File: src/rtl/ffq_winner_decoder.sv
// -----------------------------------------------------------------------------
// ffq_winner_decoder
//
// Receive end of the quiz buzzer path. It takes the contestant code from the
// priority encoder, debounces and validates it, and locks the first valid
// winner of the round. While a winner is locked it drives a one-hot lamp bus,
// a timed buzzer pulse and a blink phase. The result is held until the
// quizmaster clears the round. The decoder then re-arms only after every
// button has been released.
//
// Ports
//   clk            : system clock, all logic on the rising edge
//   reset          : synchronous, active-high reset
//   code_in[3:0]   : encoder output, 0 = no press, 1..NUM_PLAYERS = contestant
//   clear          : quizmaster round clear, level-sampled
//   winner_onehot  : bit (id-1) set while a winner is locked
//   winner_id[3:0] : locked contestant number, 0 when none
//   locked         : high from lock until clear or reset
//   buzzer         : high for exactly BUZZ_CYCLES cycles after lock
//   blink          : lamp flash phase, 0 when not locked
//   code_err       : one-cycle pulse per IDLE edge that sees an out-of-range code
//
// All outputs are registered.
// -----------------------------------------------------------------------------
module ffq_winner_decoder #(
    parameter int NUM_PLAYERS     = 10,
    parameter int DEBOUNCE_CYCLES = 2,
    parameter int BUZZ_CYCLES     = 8,
    parameter int BLINK_HALF      = 4
) (
    input  logic                   clk,
    input  logic                   reset,
    input  logic [3:0]             code_in,
    input  logic                   clear,
    output logic [NUM_PLAYERS-1:0] winner_onehot,
    output logic [3:0]             winner_id,
    output logic                   locked,
    output logic                   buzzer,
    output logic                   blink,
    output logic                   code_err
);

    // Counter widths are sized so that the largest value each counter holds
    // fits, with a floor of one bit.
    localparam int CNT_W = $clog2(DEBOUNCE_CYCLES + 1);
    localparam int BZ_W  = $clog2(BUZZ_CYCLES + 1);
    localparam int BL_W  = $clog2(BLINK_HALF + 1);

    localparam logic [3:0]       MAX_CODE   = 4'(NUM_PLAYERS);
    localparam logic [CNT_W-1:0] DEB_MAX    = CNT_W'(DEBOUNCE_CYCLES);
    localparam logic [BZ_W-1:0]  BUZZ_LAST  = BZ_W'(BUZZ_CYCLES - 1);
    localparam logic [BL_W-1:0]  BLINK_LAST = BL_W'(BLINK_HALF - 1);

    typedef enum logic [1:0] {
        ST_REARM = 2'd0,
        ST_IDLE  = 2'd1,
        ST_BUZZ  = 2'd2,
        ST_HOLD  = 2'd3
    } state_t;

    state_t state_q, state_d;

    logic [CNT_W-1:0]       cnt_q, cnt_d;
    logic [3:0]             last_code_q, last_code_d;
    logic [BZ_W-1:0]        buzz_cnt_q, buzz_cnt_d;
    logic [BL_W-1:0]        blink_cnt_q, blink_cnt_d;
    logic [NUM_PLAYERS-1:0] onehot_q, onehot_d;
    logic [3:0]             id_q, id_d;
    logic                   locked_q, locked_d;
    logic                   buzzer_q, buzzer_d;
    logic                   blink_q, blink_d;
    logic                   code_err_q, code_err_d;

    // -------------------------------------------------------------------------
    // Code classification and one-hot decode of the incoming code
    // -------------------------------------------------------------------------
    logic                   code_valid;
    logic                   code_invalid;
    logic [NUM_PLAYERS-1:0] code_dec;

    assign code_valid   = (code_in != 4'd0) && (code_in <= MAX_CODE);
    assign code_invalid = (code_in > MAX_CODE);

    generate
        for (genvar gi = 0; gi < NUM_PLAYERS; gi++) begin : g_dec
            localparam logic [3:0] GI_CODE = 4'(gi + 1);
            assign code_dec[gi] = (code_in == GI_CODE);
        end
    endgenerate

    // -------------------------------------------------------------------------
    // Stability count as it would be after this edge. An invalid code or 0
    // breaks the run. A new valid code starts a fresh run at 1.
    // -------------------------------------------------------------------------
    logic [CNT_W-1:0] cnt_upd;
    logic             lock_now;

    always_comb begin
        cnt_upd = '0;
        if (code_valid && (code_in == last_code_q)) begin
            cnt_upd = (cnt_q == DEB_MAX) ? cnt_q : cnt_q + CNT_W'(1);
        end else if (code_valid) begin
            cnt_upd = CNT_W'(1);
        end
    end

    // A clear in IDLE suppresses the lock on that edge.
    assign lock_now = code_valid && (cnt_upd == DEB_MAX) && !clear;

    // -------------------------------------------------------------------------
    // Next-state and output logic
    // -------------------------------------------------------------------------
    always_comb begin
        state_d     = state_q;
        cnt_d       = cnt_q;
        last_code_d = last_code_q;
        buzz_cnt_d  = buzz_cnt_q;
        blink_cnt_d = blink_cnt_q;
        onehot_d    = onehot_q;
        id_d        = id_q;
        locked_d    = locked_q;
        buzzer_d    = buzzer_q;
        blink_d     = blink_q;
        code_err_d  = 1'b0;

        case (state_q)
            ST_REARM: begin
                // Any code still held from the last round is ignored here.
                // Only a full release moves on, so a stuck button cannot win.
                cnt_d       = '0;
                last_code_d = 4'd0;
                if (code_in == 4'd0) begin
                    state_d = ST_IDLE;
                end
            end

            ST_IDLE: begin
                cnt_d       = clear ? '0 : cnt_upd;
                last_code_d = code_in;
                code_err_d  = code_invalid;
                if (lock_now) begin
                    state_d     = ST_BUZZ;
                    id_d        = code_in;
                    onehot_d    = code_dec;
                    locked_d    = 1'b1;
                    buzzer_d    = 1'b1;
                    blink_d     = 1'b1;
                    buzz_cnt_d  = '0;
                    blink_cnt_d = '0;
                    cnt_d       = '0;
                    last_code_d = 4'd0;
                end
            end

            ST_BUZZ, ST_HOLD: begin
                if (clear) begin
                    state_d     = ST_REARM;
                    cnt_d       = '0;
                    last_code_d = 4'd0;
                    buzz_cnt_d  = '0;
                    blink_cnt_d = '0;
                    onehot_d    = '0;
                    id_d        = 4'd0;
                    locked_d    = 1'b0;
                    buzzer_d    = 1'b0;
                    blink_d     = 1'b0;
                end else begin
                    // The blink phase runs from the lock edge without a break
                    // at the BUZZ to HOLD transition.
                    if (blink_cnt_q == BLINK_LAST) begin
                        blink_cnt_d = '0;
                        blink_d     = ~blink_q;
                    end else begin
                        blink_cnt_d = blink_cnt_q + BL_W'(1);
                    end

                    if (state_q == ST_BUZZ) begin
                        // The lock edge was the first buzzer-high cycle.
                        if (buzz_cnt_q == BUZZ_LAST) begin
                            buzzer_d   = 1'b0;
                            buzz_cnt_d = '0;
                            state_d    = ST_HOLD;
                        end else begin
                            buzz_cnt_d = buzz_cnt_q + BZ_W'(1);
                        end
                    end
                end
            end

            default: begin
                state_d = ST_REARM;
            end
        endcase
    end

    // -------------------------------------------------------------------------
    // State and output registers
    // -------------------------------------------------------------------------
    always_ff @(posedge clk) begin
        if (reset) begin
            state_q     <= ST_REARM;
            cnt_q       <= '0;
            last_code_q <= 4'd0;
            buzz_cnt_q  <= '0;
            blink_cnt_q <= '0;
            onehot_q    <= '0;
            id_q        <= 4'd0;
            locked_q    <= 1'b0;
            buzzer_q    <= 1'b0;
            blink_q     <= 1'b0;
            code_err_q  <= 1'b0;
        end else begin
            state_q     <= state_d;
            cnt_q       <= cnt_d;
            last_code_q <= last_code_d;
            buzz_cnt_q  <= buzz_cnt_d;
            blink_cnt_q <= blink_cnt_d;
            onehot_q    <= onehot_d;
            id_q        <= id_d;
            locked_q    <= locked_d;
            buzzer_q    <= buzzer_d;
            blink_q     <= blink_d;
            code_err_q  <= code_err_d;
        end
    end

    assign winner_onehot = onehot_q;
    assign winner_id     = id_q;
    assign locked        = locked_q;
    assign buzzer        = buzzer_q;
    assign blink         = blink_q;
    assign code_err      = code_err_q;

endmodule

File: config.mk
export PLATFORM = sky130hd
export DESIGN_NAME = ffq_winner_decoder
export DESIGN_NICKNAME = d
export VERILOG_FILES = /design/src/rtl/ffq_winner_decoder.sv
export SDC_FILE = /design/constraint.sdc
export NUM_CORES = 1
export LEC_CHECK = 0
export BUFFER_PORTS_ARGS = -buffer_cell sky130_fd_sc_hd__buf_2
export CAP_MARGIN = 20
export CORE_MARGIN = 5
export CORE_UTILIZATION = 55
export CTS_CLUSTER_SIZE = 28
export DETAILED_ROUTE_END_ITERATION = 10
export HOLD_SLACK_MARGIN = 0.1
export PLACE_DENSITY = 0.76
export REMOVE_ABC_BUFFERS = 1
export SYNTH_ARGS = -nofsm -noshare
export SYNTH_HDL_FRONTEND = slang
export SYNTH_SLANG_ARGS = --single-unit
File: constraint.sdc
create_clock -name clk -period 2.7 [get_ports clk]
set_input_delay 0.405 -clock clk [delete_from_list [all_inputs] [get_ports clk]]
set_output_delay 0.405 -clock clk [all_outputs]
set_load 0.01 [all_outputs]
==> impl_metrics.py, run 1 <==
metrics = {
    "status": {
        "status": "complete, no violations",
    },
    "grt": {
        "grt_pass1_wl_mm": 5.99,
        "grt_max_degree": 24,
        "antenna_found_initial": 0,
        "grt_pass1_vias": 1310,
        "grt_usage": 0.180,
        "grt-ovfl-total": 0,
    },
    "clocking": {
        "hold_buffers": 0,
        "post_cts_buffers": 0,
        "cts_resized": 0,
        "clk_path_buf_depth": 2,
        "h-tree-depth": 2,
        "cts_tree": "done",
        "insertion_delay_ns": 0.34,
        "numCtsBuffers": 5,
        "cts-root-buf": "clkbuf_4",
        "cts.sinks": 33,
        "clk_pin_slew_ns": 0.10,
    },
    "sta": {
        "setup_viol_count_final": 0,
        "slew_viol_final": 0,
        "period_minus_slack_ns": 2.15,
        "tns_ns": 0,
        "hold_viol": 0,
        "worst_pin_slew_ns": 0.544,
        "worst_slack_ns": 0.553,
        "skew_ns": 0.0116,
        "slew-limit-headroom": 0.637,
        "finalCritPeriodShare": 0.795,
        "rsz0062_at_grt": "no",
        "fmax_mhz": 466,
    },
    "placed_design": {
        "dpl_worst_slack_ns": 0.370,
        "dp.cells": 220,
        "portBuffers": 24,
        "place.gp.congestion": 0.791,
        "dpl.hpwl_mm": 2.60,
    },
    "power_and_ir_drop": {
        "power_density_nw_per_um2": 442,
        "p_seq_frac": 0.600,
        "combPwrFrac": 0.076,
        "switching_share": 0.257,
        "power_frac_clock": 0.324,
        "design_power_total_mw": 0.817,
        "p_leak_nw": 0.845,
        "power_switching_mw": 0.210,
        "peakVddDrop_uv": 228,
        "p_int_mw": 0.607,
    },
    "setup_path": {
        "worst_setup_path_start_kind": "flip-flop",
        "reg2reg_slack_ns": 0.55,
        "reg2reg_from": "cnt_q[0]",
        "endpoint_kind": "flip-flop",
        "worstSetupPathType": "reg -> reg",
        "crit_required_ns": 2.95,
        "critPathArrivalTime_ns": 2.40,
        "reg2reg_depth": 6,
        "r2r-end": "winner_onehot[2]",
        "cp_max_fo": 18,
    },
    "finish": {
        "instances_no_fill": 228,
        "post_route_cells_drive_above_1_share": 0.226,
        "seqCellArea_sq_um": 661,
        "multiInputGateArea_sq_um": 940,
        "nFillCells": 274,
        "nets": 204,
        "num_antenna_cells": 0,
        "area_growth_pct": 8.69,
    },
    "min_path": {
        "hp-start": "code_in[1]",
        "hold_class": "in -> reg",
        "holdPathEnd": "winner_id[1]",
        "holdPathStages": 3,
    },
    "floorplanning": {
        "rows": 20,
        "die_w_um": 65.6,
        "initial_core_util": 0.566,
        "io_pins": 25,
        "die_area_sq_um": 4300,
        "die_h_um": 65.6,
        "core_area_sq_um": 3000,
    },
    "synthesis": {
        "yosysTopAreaCell": "dfxtp_1",
        "yosysWarnings": 0,
        "ys_seq_area_frac": 0.389,
        "netlist_area_sq_um": 1700,
        "synth_area_leaders": "dfxtp_1 39%, mux2i_1 7.7%, nand2_1 4.4%, a2111oi_4 3.2%, a211o_1 2.6%",
        "synthArstFlopShare": 0,
        "synth_edf_count": 0,
        "syn_area_per_cell_sq_um": 9.82,
        "synthFlopType": "dfxtp_1",
        "synth.most_common_cell": "dfxtp_1",
        "synth_cell_types": 49,
        "synth_commonest_cells": "33 x dfxtp_1, 20 x nand2_1, 13 x mux2i_1",
        "synth-seq-cells": 33,
        "syn-instance-count": 173,
        "synth_top_area_frac": 0.389,
    },
    "detailed_routing": {
        "vias_per_cell": 5.93,
        "wire_per_inst_um": 15.4,
        "drtIter0Drc": 58,
        "drc": 0,
        "num_vias": 1353,
        "wl_mm": 3.51,
        "drtAntennaViolNets": 0,
        "drt-pass1-iter-count": 4,
    },
    "run": {
        "maxCapViolations": 0,
    },
}
[power by group through the flow]
stage	registers, mW	logic (mW)	clock network [mW]
after detailed placement	0.501	0.0620	0
after CTS	0.490	0.0623	0.273
after global placement	0.501	0.0601	0
after floorplan	0.501	0.0329	0
after global routing	0.490	0.0675	0.298
final	0.490	0.0624	0.265
[final cells by class]
| type | count | share of cell area |
|---|---|---|
| Multi-Input combinational cell | 122 | 0.509 |
| Sequential cell | 33 | 0.358 |
| Timing Repair Buffer | 25 | 0.0691 |
| Clock buffer | 6 | 0.0224 |
| Tap cell | 33 | 0.0224 |
| Inverter | 7 | 0.0142 |
| Clock inverter | 2 | 0.00542 |
[flip-flops by register name, summed over array words and instances, names as in the netlist]
| register | count |
|---|---|
| winner_onehot | 10 |
| buzz_cnt_q | 4 |
| last_code_q | 4 |
| winner_id | 4 |
| blink_cnt_q | 3 |
| cnt_q | 2 |
| state_q | 2 |
| blink | 1 |
| buzzer | 1 |
| code_err | 1 |
| locked | 1 |
[metrics by stage]
stage	cell area (sq um)	util	hold WS, ns
after global placement	1800	0.598	0.441
final	1850	0.615	0.426
after global routing	1850	0.615	0.447
after detailed placement	1800	0.598	0.449
after floorplan	1630	-	0.426
after CTS	1850	0.615	0.414
[routing by layer]
metal | GRT usage | vias to the layer above | part of all wire
met2 | 0.312 | 32 | 0.50
met1 | 0.209 | 648 | 0.44
met5 | 0 | - | 0
met4 | 0.0518 | 0 | 0.012
met3 | 0.0615 | 6 | 0.049
li1 | - | 667 | -
[critical path: stages (launching register included)]
cell	delay (ns)
dfxtp_1	0.35
inv_1	0.05
ha_1	0.21
or2_2	0.30
a2111oi_4	0.33
nand3_2	0.49
mux2i_1	0.34
[worst max-delay path by stage]
| stage | from | endpoint | slack, ns | depth (start not counted) |
|---|---|---|---|---|
| 3_3_place_gp | code_in[0] | state_q[0] | 0.48 | 5 |
| 6_report | cnt_q[0] | winner_onehot[2] | 0.55 | 6 |
| 2_1_floorplan | cnt_q[0] | state_q[0] | 0.79 | 6 |
| 3_5_place_dp | code_in[0] | winner_onehot[2] | 0.37 | 5 |
| 5_1_grt | cnt_q[0] | winner_onehot[2] | 0.43 | 6 |
| 4_1_cts | cnt_q[0] | winner_onehot[2] | 0.54 | 6 |
[cells in the final DEF (no fill, tap or decap), types with 3 or more instances in the layout]
cell and n:
dfxtp_1 33, nor2_1 8, mux2i_1 13, clkbuf_4 5
buf_2 24, a21oi_1 6, nand2b_1 6, xor2_1 3
inv_1 7, nand2_1 20, ha_1 3, a211o_1 5
a22o_1 4, nor2b_1 4, nand3_1 6
[kinds of logic after synthesis]
| family | count (synthesis) | share of synthesized area |
|---|---|---|
| AND/OR/NAND/NOR | 69 | 0.239 |
| AO/OA/AOI/OAI | 33 | 0.190 |
| flip-flops | 33 | 0.389 |
| buffers and inverters | 18 | 0.0582 |
| multiplexers | 13 | 0.0766 |
| XOR/XNOR | 4 | 0.0250 |
| adder cells (fa/ha/maj) | 3 | 0.0221 |
Power figures use the tool's default switching activity.
==> run 2, diff against run 1 <==
Settings changed: ABC_AREA set to 1, CORE_UTILIZATION 55 to 50, PLACE_DENSITY 0.76 to 0.73.
Clock period 2.7 ns to 1.9 ns, I/O delays scaled along.
==> run 2 against run 1 <==
Effect of this change:
- core utilization shrank 4.2 points
- synthesized cell count rose by 38%
- register-to-register slack got worse by 0.34 ns
- via count increased by 13%
- routed wire length down 2.7%
- area after synthesis increased by 0.81%
- maximum frequency rose by 27%
- first-iteration DRC count up 71%
- final cell count rose by 37%
==> impl_metrics.py, run 2 <==
metrics = {
    "setup_path": {
        "crit_chain": "inv_1 -> nand2_1 -> nand2_1 -> nor2_1 -> nand2_1 -> nor2_4 -> nand2_4 -> nand2_4 -> nand2_4 -> inv_6 -> nand2_1 -> nand2_1 -> nor2_1",
        "slowest_stage": "dfxtp_1",
        "worst_setup_path_start_kind": "flip-flop",
        "crit_required_ns": 2.14,
        "critPathArrivalTime_ns": 1.92,
        "worstSetupPathType": "reg -> reg",
        "max_stage_delay_ns": 0.37,
        "endpoint_kind": "flip-flop",
        "crit_top_cell": "nand2_1",
        "cp_max_fo": 15,
    },
    "grt": {
        "grt-ovfl-total": 0,
        "grt_max_degree": 19,
        "antenna_found_initial": 0,
        "grt_pass1_vias": 1338,
        "grt_pass1_wl_mm": 5.67,
        "grt_usage": 0.163,
    },
    "sta": {
        "fmax_mhz": 594,
        "worst_pin_slew_ns": 0.603,
        "worst_slack_ns": 0.216,
        "skew_ns": 0.00795,
        "rsz0062_at_grt": "no",
        "setup_viol_count_final": 0,
        "tns_ns": 0,
        "hold_viol": 0,
        "slew_viol_final": 0,
        "holdWs_ns": 0.282,
        "finalCritPeriodShare": 0.886,
        "slew-limit-headroom": 0.598,
        "period_minus_slack_ns": 1.68,
    },
    "detailed_routing": {
        "drtAntennaViolNets": 0,
        "drt-pass1-iter-count": 4,
        "wl_mm": 3.42,
        "vias_per_cell": 4.90,
        "drc": 0,
        "num_vias": 1530,
        "drtIter0Drc": 99,
        "wire_per_inst_um": 11.0,
    },
    "finish": {
        "num_antenna_cells": 0,
        "mostFrequentLayoutCells": "51 x nand2_1, 33 x dfxtp_1, 28 x nor2_1, 24 x buf_2, 20 x inv_1",
        "nFillCells": 349,
        "area_growth_pct": 11.6,
        "largest_reg_flops": 10,
        "nets": 276,
        "post_route_cells_drive_above_1_share": 0.271,
        "final_common_cell": "nand2_1",
        "utilization": 0.573,
        "postLayoutCellArea_sq_um": 1910,
    },
    "min_path": {
        "hold_class": "in -> reg",
    },
    "floorplanning": {
        "die_h_um": 68.5,
        "core_area_sq_um": 3340,
        "die_w_um": 68.5,
        "initial_core_util": 0.513,
        "die_area_sq_um": 4700,
        "io_pins": 25,
        "rows": 21,
    },
    "clocking": {
        "cts_tree": "done",
        "cts.sinks": 33,
        "numCtsBuffers": 5,
        "insertion_delay_ns": 0.33,
        "h-tree-depth": 2,
        "clk_path_buf_depth": 2,
        "clk_pin_slew_ns": 0.10,
        "post_cts_buffers": 0,
        "cts-root-buf": "clkbuf_4",
        "hold_buffers": 0,
        "cts_resized": 0,
    },
    "synthesis": {
        "synthFlopType": "dfxtp_1",
        "yosysWarnings": 0,
        "synth_edf_count": 0,
        "syn-instance-count": 239,
        "synth_top_area_frac": 0.386,
        "synth-seq-cells": 33,
        "ys_seq_area_frac": 0.386,
        "syn_area_per_cell_sq_um": 7.17,
        "synth_cell_types": 27,
        "synth.most_common_cell": "nand2_1",
        "synth_area_leaders": "dfxtp_1 39%, nand2_1 11%, nor2_2 6.9%, nor2_1 6.1%, a21oi_1 5.3%",
        "netlist_area_sq_um": 1710,
        "synth_commonest_cells": "51 x nand2_1, 33 x dfxtp_1, 28 x nor2_1",
        "synthArstFlopShare": 0,
        "yosysTopAreaCell": "dfxtp_1",
    },
    "placed_design": {
        "portBuffers": 24,
        "dpl.hpwl_mm": 2.62,
        "dpl_worst_slack_ns": 0.0803,
        "place_area_sq_um": 1860,
        "place.gp.congestion": 0.807,
    },
    "status": {
        "status": "complete, no violations",
    },
    "power_and_ir_drop": {
        "p_leak_nw": 0.842,
        "peakVddDrop_uv": 448,
        "power_density_nw_per_um2": 1160,
    },
    "run": {
        "maxCapViolations": 0,
    },
}
run 2: cells by family after synthesis:
family / Yosys count / share of synthesized area
AOI/OAI and AO/OA: 34 / 0.116
xor gates and xnor gates: 1 / 0.00511
adders and majority gates: 3 / 0.0219
buffers and inverters: 34 / 0.0993
DFF: 33 / 0.386
and+or+nand+nor: 134 / 0.372
run 2: layer usage:
| layer | track usage | wire length, um | vias to the layer above | part of all wire |
|---|---|---|---|---|
| met5 | 0 | 0 | - | 0 |
| met4 | 0.0744 | 61 | 0 | 0.018 |
| met3 | 0.0502 | 217 | 8 | 0.063 |
| met2 | 0.275 | 1600 | 30 | 0.47 |
| met1 | 0.187 | 1540 | 668 | 0.45 |
| li1 | - | - | 824 | - |
run 2: final timing paths:
kind | start | to | slack, ns | cells after the start
setup / recovery | last_code_q[0] | winner_onehot[1] | 0.22 | 13
hold / removal | clear | cnt_q[0] | 0.28 | 4
setup reg to reg | last_code_q[0] | winner_onehot[1] | 0.22 | 13
hold reg to reg | blink_cnt_q[2] | blink_cnt_q[2] | 0.45 | 2
run 2: metrics by stage:
stage	total power, mW	cells
final	2.21	312
after global routing	2.39	312
after CTS	2.25	312
after detailed placement	1.84	305
after global placement	1.82	305
after floorplan	1.58	230
run 2: report_power, final:
| part | total (mW) | switching, mW | internal, mW |
|---|---|---|---|
| Combinational | 0.877 | 0.539 | 0.338 |
| Sequential | 0.939 | 0.0931 | 0.846 |
| Clock | 0.396 | 0.221 | 0.174 |
| Total | 2.21 | 0.853 | 1.36 |
run 2: area by class of cell:
type,count,area [sq um],area share
clock buffer,7,55.1,0.0288
inverter,25,98.8,0.0517
multi-input combinational,172,882,0.461
sequential,33,661,0.346
tap,46,57.6,0.0301
timing repair buffer,29,158,0.0825
run 2: worst max-delay path, delay by kind of cell, from the launching register on:
| family | cells | cell delay [ns] |
|---|---|---|
| and+or+nand+nor | 11 | 0.99 |
| DFF | 1 | 0.37 |
| buffers and inverters | 2 | 0.23 |
